`src/rtl/jstk2_pkg.sv`:
```
// Shared definitions for the JSTK2 SPI responder and the pmod_jstk2 master:
// frame length, responder state encoding, button bit positions and the
// layout of the report snapshot shifted out on MISO.
package jstk2_pkg;

  // Bits per SPI transaction (5 bytes).
  localparam int unsigned FRAME_BITS  = 40;

  // Bit positions inside the button byte.
  localparam int unsigned BTN_JSTK    = 0;
  localparam int unsigned BTN_TRIGGER = 1;

  typedef enum logic [1:0] {
    ST_IDLE  = 2'd0,
    ST_SHIFT = 2'd1,
    ST_DONE  = 2'd2
  } state_e;

  // Report payload, MSB is shifted out first.
  typedef struct packed {
    logic [15:0] x;
    logic [15:0] y;
    logic [7:0]  buttons;
  } jstk2_frame_t;

endpackage

```
`src/rtl/sync_edge_detect.sv`:
```
// Multi-flop synchronizer for one asynchronous input plus edge pulses.
// Ports:
//   clk, reset_n : system clock, async active-low reset
//   d            : asynchronous input
//   q            : synchronized level (last synchronizer stage)
//   rise_c       : combinational pulse, synchronized level went 0 -> 1
//   fall_c       : combinational pulse, synchronized level went 1 -> 0
module sync_edge_detect #(
  parameter int unsigned STAGES    = 2,
  parameter logic        RESET_VAL = 1'b0
) (
  input  logic clk,
  input  logic reset_n,
  input  logic d,
  output logic q,
  output logic rise_c,
  output logic fall_c
);

  logic [STAGES-1:0] sync_q;
  logic              prev_q;

  // Synchronizer chain plus one history flop for edge detection.
  always_ff @(posedge clk or negedge reset_n) begin
    if (!reset_n) begin
      sync_q <= {STAGES{RESET_VAL}};
      prev_q <= RESET_VAL;
    end else begin
      sync_q <= STAGES'({sync_q, d});
      prev_q <= sync_q[STAGES-1];
    end
  end

  assign q      = sync_q[STAGES-1];
  assign rise_c =  sync_q[STAGES-1] & ~prev_q;
  assign fall_c = ~sync_q[STAGES-1] &  prev_q;

endmodule

```
`src/rtl/jstk2_spi_responder.sv`:
```
// SPI slave that mimics the JSTK2 joystick: on each chip-select it snapshots
// {x, y, buttons} and shifts it out MSB first on MISO (changing on SCK
// falling edges), while capturing MOSI on SCK rising edges. The first MOSI
// byte of each completed frame is reported on rx_cmd.
// Ports:
//   clk, reset_n         : system clock, async active-low reset
//   sck, cs_n, mosi      : SPI pins from the master (asynchronous to clk)
//   miso                 : SPI data to the master
//   x_in, y_in           : positions to report
//   fs_buttons_in        : button byte to report
//   rx_cmd               : first MOSI byte of the last completed frame
//   frame_done           : one-clk pulse on a full frame ending
//   frame_abort          : one-clk pulse on a frame cut short by cs_n
//   busy                 : high while a frame is in progress
module jstk2_spi_responder
  import jstk2_pkg::state_e;
  import jstk2_pkg::ST_IDLE;
  import jstk2_pkg::ST_SHIFT;
  import jstk2_pkg::ST_DONE;
  import jstk2_pkg::jstk2_frame_t;
#(
  parameter int unsigned SYNC_STAGES = 2,
  parameter int unsigned FRAME_BITS  = jstk2_pkg::FRAME_BITS
) (
  input  logic        clk,
  input  logic        reset_n,
  input  logic        sck,
  input  logic        cs_n,
  input  logic        mosi,
  output logic        miso,
  input  logic [15:0] x_in,
  input  logic [15:0] y_in,
  input  logic [7:0]  fs_buttons_in,
  output logic [7:0]  rx_cmd,
  output logic        frame_done,
  output logic        frame_abort,
  output logic        busy
);

  localparam int unsigned CNT_W     = $clog2(FRAME_BITS + 1);
  localparam int unsigned FLUSH_MAX = SYNC_STAGES + 1;
  localparam int unsigned FLUSH_W   = $clog2(FLUSH_MAX + 1);

  logic sck_lvl, sck_rise_c, sck_fall_c;
  logic cs_lvl, cs_rise_c, cs_fall_c;
  logic mosi_lvl, mosi_rise_c, mosi_fall_c;

  sync_edge_detect #(.STAGES(SYNC_STAGES), .RESET_VAL(1'b0)) u_sync_sck (
    .clk(clk), .reset_n(reset_n), .d(sck),
    .q(sck_lvl), .rise_c(sck_rise_c), .fall_c(sck_fall_c)
  );

  sync_edge_detect #(.STAGES(SYNC_STAGES), .RESET_VAL(1'b1)) u_sync_cs (
    .clk(clk), .reset_n(reset_n), .d(cs_n),
    .q(cs_lvl), .rise_c(cs_rise_c), .fall_c(cs_fall_c)
  );

  sync_edge_detect #(.STAGES(SYNC_STAGES), .RESET_VAL(1'b0)) u_sync_mosi (
    .clk(clk), .reset_n(reset_n), .d(mosi),
    .q(mosi_lvl), .rise_c(mosi_rise_c), .fall_c(mosi_fall_c)
  );

  // Only the sck edges and the mosi level are consumed.
  logic unused_sync;
  assign unused_sync = &{1'b0, sck_lvl, mosi_rise_c, mosi_fall_c};

  jstk2_frame_t snap_c;
  assign snap_c = '{x: x_in, y: y_in, buttons: fs_buttons_in};

  state_e                state_q, state_d;
  logic [CNT_W-1:0]      count_q, count_d;
  logic [FRAME_BITS-1:0] tx_q, tx_d;
  logic [FRAME_BITS-1:0] rx_q, rx_d;
  logic                  miso_q, miso_d;
  logic [7:0]            rx_cmd_q, rx_cmd_d;
  logic                  done_q, done_d;
  logic                  abort_q, abort_d;
  logic                  busy_q, busy_d;
  logic [FLUSH_W-1:0]    flush_q, flush_d;
  logic                  armed_q, armed_d;

  // State and datapath registers.
  always_ff @(posedge clk or negedge reset_n) begin
    if (!reset_n) begin
      state_q  <= ST_IDLE;
      count_q  <= '0;
      tx_q     <= '0;
      rx_q     <= '0;
      miso_q   <= 1'b0;
      rx_cmd_q <= 8'h00;
      done_q   <= 1'b0;
      abort_q  <= 1'b0;
      busy_q   <= 1'b0;
      flush_q  <= '0;
      armed_q  <= 1'b0;
    end else begin
      state_q  <= state_d;
      count_q  <= count_d;
      tx_q     <= tx_d;
      rx_q     <= rx_d;
      miso_q   <= miso_d;
      rx_cmd_q <= rx_cmd_d;
      done_q   <= done_d;
      abort_q  <= abort_d;
      busy_q   <= busy_d;
      flush_q  <= flush_d;
      armed_q  <= armed_d;
    end
  end

  // Next-state and output logic.
  always_comb begin
    state_d  = state_q;
    count_d  = count_q;
    tx_d     = tx_q;
    rx_d     = rx_q;
    miso_d   = miso_q;
    rx_cmd_d = rx_cmd_q;
    done_d   = 1'b0;
    abort_d  = 1'b0;
    busy_d   = busy_q;
    flush_d  = flush_q;
    armed_d  = armed_q;

    // After reset, let the synchronizers flush their reset values and then
    // require cs_n to be seen high, so a chip-select already low at release
    // cannot be mistaken for a fresh falling edge.
    if (flush_q != FLUSH_W'(FLUSH_MAX)) begin
      flush_d = flush_q + FLUSH_W'(1);
    end else if (cs_lvl) begin
      armed_d = 1'b1;
    end

    unique case (state_q)
      ST_IDLE: begin
        miso_d = 1'b0;
        busy_d = 1'b0;
        // Load wins over any sck edge seen in the same cycle.
        if (armed_q && cs_fall_c) begin
          tx_d    = FRAME_BITS'(snap_c);
          rx_d    = '0;
          count_d = '0;
          busy_d  = 1'b1;
          state_d = ST_SHIFT;
        end
      end

      ST_SHIFT: begin
        if (cs_rise_c) begin
          abort_d = 1'b1;
          busy_d  = 1'b0;
          miso_d  = 1'b0;
          state_d = ST_IDLE;
        end else if (sck_fall_c) begin
          miso_d  = tx_q[FRAME_BITS-1];
          tx_d    = {tx_q[FRAME_BITS-2:0], 1'b0};
          count_d = count_q + CNT_W'(1);
          if (count_d == CNT_W'(FRAME_BITS)) begin
            state_d = ST_DONE;
          end
        end else if (sck_rise_c) begin
          rx_d = {rx_q[FRAME_BITS-2:0], mosi_lvl};
        end
      end

      ST_DONE: begin
        if (cs_rise_c) begin
          done_d   = 1'b1;
          rx_cmd_d = rx_q[FRAME_BITS-1 -: 8];
          busy_d   = 1'b0;
          miso_d   = 1'b0;
          state_d  = ST_IDLE;
        end else if (sck_fall_c) begin
          miso_d = 1'b0;
        end
      end

      default: begin
        state_d = ST_IDLE;
        miso_d  = 1'b0;
        busy_d  = 1'b0;
      end
    endcase
  end

  assign miso        = miso_q;
  assign rx_cmd      = rx_cmd_q;
  assign frame_done  = done_q;
  assign frame_abort = abort_q;
  assign busy        = busy_q;

endmodule

```
`config.mk`:
```
export PLATFORM = sky130hd
export DESIGN_NAME = jstk2_spi_responder
export DESIGN_NICKNAME = d
export VERILOG_FILES = /design/src/rtl/jstk2_pkg.sv /design/src/rtl/sync_edge_detect.sv /design/src/rtl/jstk2_spi_responder.sv
export SDC_FILE = /design/constraint.sdc
export NUM_CORES = 1
export LEC_CHECK = 0
export CAP_MARGIN = 40
export CORE_MARGIN = 2
export CORE_UTILIZATION = 35
export DETAILED_ROUTE_END_ITERATION = 12
export GPL_TIMING_DRIVEN = 0
export HOLD_SLACK_MARGIN = 0.02
export PLACE_DENSITY = 0.58
export REMOVE_ABC_BUFFERS = 1
export SYNTH_ARGS = -nofsm -noshare
export SYNTH_HDL_FRONTEND = slang
export SYNTH_SLANG_ARGS = --single-unit
```
`constraint.sdc`:
```
create_clock -name clk -period 2.1 [get_ports clk]
set_input_delay 0.21 -clock clk [delete_from_list [all_inputs] [get_ports clk]]
set_output_delay 0.21 -clock clk [all_outputs]
set_load 0.05 [all_outputs]
```
-- Yosys cells after proc, flatten, opt, wreduce, memory -nomap -nowiden
Cells that the tools add are included.
Widths: inputs -> output; s select.
- add/sub/neg operators: 2
- equal/unequal tests: 14
- multiplexer cells: 30
- bitwise gates (word level): 9
- reduce and logical (&&, ||, !) cells: 10
- operators by type and width (kind ; number):
    $mux 40 ; 7
    $pmux 40 s2 ; 2
    $mux 6 ; 3
    $ne 2x2->1 const B ; 7
    $pmux 6 s2 ; 1
    $mux 2 ; 5
    $mux 1 ; 9
    $ne 3x3->1 const B ; 3
    $reduce_and 4->1 ; 2
    $add 6x1->6 const B ; 1
    $eq 6x6->1 const B ; 1
    $pmux 2 s3 ; 1
    $reduce_and 2->1 ; 3
    $not 1->1 ; 5
    $reduce_and 5->1 ; 1
    $and 1x1->1 ; 4
    $pmux 1 s2 ; 2
    $add 2x1->2 const B ; 1
    $eq 2x1->1 const B ; 1
    $eq 2x2->1 const B ; 1
    $logic_not 2->1 ; 1
    $ne 2x1->1 const B ; 1
    $reduce_bool 2->1 ; 1
    $reduce_or 2->1 ; 1
    $logic_and 1x1->1 ; 1
- flip-flop bits (word level): 111
- input port bits: 45
- word-level logic and storage cells: 81

-- Logic depth before layout (Yosys ltp)
- depth after elaboration: 6
- gate-level depth with buffers: 9
- depth with buffers taken out: 6

-- Modules after synthesis
Synthesis repeated with hierarchy kept, for this count alone.
- cell total of the unflattened synthesis: 466
- area, all modules: 4788.3 µm²
- by module, submodules not included (module ; times used ; cells an instance ; area an instance (µm²)):
    jstk2_spi_responder ; 1 ; 451 ; 4514.3
    sync_edge_detect at u_sync_mosi ... ; 2 ; 5 ; 90.1
    sync_edge_detect at u_sync_cs ; 1 ; 5 ; 93.8

-- Worst setup path before layout
No wires, ideal clock.
- path kind: reg-to-reg
- start: reg state_q[0]
- end: reg rx_q[11]
- library setup time: 0.118 ns
- arrival time: 1.717 ns
- slack: 0.265 ns
- cell stages (with the launch flop): 10
- buffers on the path: 3
- period minus slack after synthesis: 1.835 ns
- cell sequence: dfrtp_1 inv_1 ha_1 nand2b_1 o22a_1 buf_6 a21o_1 buf_2 buf_2 a21o_1
- longest elaborated chain between the ends: 3
- elaborated cells between the ends (all ways): 9
- classes of those cells: eq/ne: 5; mux: 1; reduce/logical: 3
- ends and longest elaborated chain (what ; line ; text):
    start, declared ; jstk2_spi_responder.sv:70 ; state_e state_q, state_d;
    start signal, assigned ; jstk2_spi_responder.sv:97 ; state_q <= state_d;
    $eq 2x1->1 or $logic_not 2->1 (tied branches) ; jstk2_spi_responder.sv:134 ; unique case (state_q)
    $ne 2x2->1 (no line) or $reduce_bool 2->1 (tied branches) ; -- ;
    $reduce_and 5->1 (no line) ; -- ;
    end signal, assigned ; jstk2_spi_responder.sv:100 ; rx_q <= rx_d;
    end, declared ; jstk2_spi_responder.sv:73 ; logic [FRAME_BITS-1:0] rx_q, rx_d;
Parallel ways exist; a longest one is shown, timed or not.
A chain may end at the register's enable or synchronous reset.

-- Worst setup path after layout
- start: reg state_q[1]
- end: reg count_q[3]
- longest elaborated chain between the ends: 3
- elaborated cells between the ends (all ways): 8
- classes of those cells: eq/ne: 4; mux: 1; reduce/logical: 3
- ends and longest elaborated chain (what ; line ; text):
    $eq 2x1->1 or $logic_not 2->1 (tied branches) ; jstk2_spi_responder.sv:134 ;
    $ne 2x2->1 (no line) or $reduce_bool 2->1 (tied branches) ; -- ;
    $reduce_and 4->1 (no line) ; -- ;
    end signal, assigned ; jstk2_spi_responder.sv:98 ; count_q <= count_d;
    end, declared ; jstk2_spi_responder.sv:71 ; logic [CNT_W-1:0] count_q, count_d;
Parallel ways exist; a longest one is shown, timed or not.

==> results.md <==
- Final hold violation count: 0
- Setup TNS: 0 ns
- Worst setup path class: reg2reg
- Worst R2R Start: state_q[1]$_DFFE_PN0P_
- Max_cap viols: 0
- Hold path startpoint: cs_n
- DR WL/cell: 16.48 µm
- Crit Path Max Fanout: 8
- Tot GR Track Use: 15.52%
- Antenna-violating nets left: 0
- Final Setup Violations: 0
- Cell area after synthesis: 4923 µm²
- Synth Instances: 449
- Top FF cell, synth: dfrtp_1
- Post-DP HPWL: 6051 µm
- Skew-Pair Late Insertion Delay: 0.35 ns
- Post-synth ARST share: 100.0%
- H-tree levels: 3
- Largest net degree at the start of global routing: 64
- Drt pass-1 iters: 4
- Crit path from: state_q[1]$_DFFE_PN0P_
- Total number of vias: 3,640
- CTS sink cnt: 111
- DR vias/cell: 5.200
- Number of core rows: 43
- Final Slew Violations: 0
- First-pass GRT wire length: 17,970 µm
- Port Buffers: 56
- Num ports: 57
- EDFF count, synth: 0
- Status: complete, no violations
- Die width: 122.6 µm
- Mean Syn Cell Area: 10.97 µm²
- Worst min path class: in2reg
- Leakage power: 0.002992 µW
- Crit share post-route: 97.31%
- Worst slew margin: 44.41%
- CTS max path bufs: 2
- Post-route minimum period: 2.044 ns
- Skew final: 0.007739 ns
- Peak VDD IR: 0.0005664 V
- Cell variety after synth: 38
- TritonCTS clock tree: yes
- Cts bufs inserted: 9
- Yosys warns: 0
- Sequential area share after synthesis: 56.49%
- Initial core utilization: 35.61%
- Startpoint Class: register
- Yosys reg bits: 111
- Most frequent cells in the layout: dfrtp_1 (107), mux2i_1 (61), clkdlybuf4s50_1 (55), o21ai_1 (54), nand2_1 (33)
- PD cells: 1117 nW/µm²
- Die footprint: 15,030 µm²
- Final wirelength: 11,530 µm
- Ant diodes: 0
- Total global routing overflow: 0
- Share of cells above drive strength 1: 14.81%
- Die H: 122.6 µm
- CP required: 2.36 ns
- Vias in the first global route: 3,635
- Layout net count: 565
- Drc violations: 0
- Fmax: 489.3 MHz
- Area grow syn2layout: 30.29%
- Final GP Congestion: 0.7372
- Final core occ: 46.39%
- Core area: 13,830 µm²
- Crit path DAT: 2.30 ns
- R2R cell count: 9
- Hold Path Depth: 1
- DR iter-0 viols: 196
- Reg clk slew, reported paths: 0.07 ns
- CTS Root Cell: clkbuf_16
- Commonest non-fill, non-tap cell in the layout: dfrtp_1
- Initial antenna violation count: 0
- Worst Max-Slew Pin Slew: 0.8339 ns
- Crit. End Element: register
==> area by class of cell <==
class | instances | area [µm²]
clock buffers | 13 | 250.2
clock inverters | 3 | 43.79
multi-input cells | 279 | 2012
repair buffers | 88 | 1003
well taps | 180 | 225.2
flip-flops and latches | 111 | 2783
fillers | 1260 | 7412
inverters | 26 | 97.59
==> per-layer routing <==
layer  vias up  track usage (%)  share of wire, %
met3        24            5.204               6.8
met5         -                0                 0
met2       116            25.69                48
li1       1719                -                 -
met4         0            6.753               2.3
met1      1781            18.38                43
==> flip-flops by register name, indices dropped and copies added, names as in the netlist, 2 cells and up <==
register,flops
u_sync_sck.sync_q,2
u_sync_mosi.sync_q,2
rx_q,40
count_q,6
u_sync_cs.sync_q,2
state_q,2
flush_q,2
rx_cmd,8
tx_q,40
==> synth_stat cells, drive strengths merged (2+ instances only) <==
library cell  count  share of area, %
a21o             24               3.7
and2              2              0.25
buf              17               2.0
clkbuf           18               1.4
dfrtp           108                55
dfstp             3               1.6
ha                5               1.3
inv              26               2.0
mux2              6               1.4
mux2i            61                12
nand2            33               2.5
nand2b            5              0.64
nand3             6              0.61
nand3b            3              0.46
nor2              2              0.15
nor3              2              0.20
nor4             22               2.8
o21ai            89               9.0
o311ai            2              0.36
or2               2              0.25
==> power by group <==
part	internal (µW)	leakage [µW]	total [µW]	switching, µW
Clock	960	0.000144	1710	746
Sequential	2570	0.00145	2800	230
Combinational	1240	0.00140	2660	1430
==> kinds of logic (layout without fill, tap and decap cells) <==
group | Yosys count | count (layout) | synth area share (%)
xor gates and xnor gates | 1 | 1 | 0.1779
muxes | 67 | 67 | 13.77
buffers and inverters | 61 | 130 | 5.387
and+or+nand+nor | 79 | 80 | 8.208
adders and majority gates | 5 | 5 | 1.271
AOI/OAI and AO/OA | 125 | 126 | 14.69
DFF | 111 | 111 | 56.49
==> through the flow <==
step | hold slack, ns | power (µW) | cells | area, µm² | setup slack (ns)
floorplan | -0.08559 | 4149 | 414 | 4756 | -2.495
global route | 0.2581 | 7586 | 700 | 6415 | -0.02434
finish | 0.2598 | 7164 | 700 | 6415 | 0.05645
CTS | 0.2478 | 6889 | 685 | 6175 | 0.008468
global placement | 0.3341 | 4701 | 650 | 5542 | -4.391
detailed placement | 0.3411 | 4840 | 656 | 5682 | -1.168
==> final timing paths <==
check | end | slack, ns
max | count_q[3]$_DFFE_PN0P_ | 0.06
min | u_sync_cs.sync_q[0]$_DFF_PN1_ | 0.26
max reg2reg | count_q[3]$_DFFE_PN0P_ | 0.06
min reg2reg | u_sync_mosi.sync_q[1]$_DFF_PN0_ | 0.35
max in group asynchronous | rx_q[11]$_DFFE_PN0P_ | 0.89
min in group asynchronous | tx_q[15]$_DFFE_PN0P_ | 0.49
==> worst max-delay path, stage by stage, from the launching register on <==
cell and delay, ns:
dfrtp_1 0.40, inv_2 0.11, ha_4 0.17, buf_16 0.12, nand2b_4 0.07, o22a_4 0.23
buf_12 0.13, or2_4 0.28, buf_12 0.16, o311ai_4 0.27
==> what timing repair did <==
action                     in CTS  in global routing
resized for setup              11                 13
setup buffers                   9                 12
pin swaps                       2                  3
gates cloned                    3                  3
hold buffers                    1                  0
setup endpoints to repair      87                  2
hold endpoints to repair       59                  0
Power figures use the tool's default switching activity.
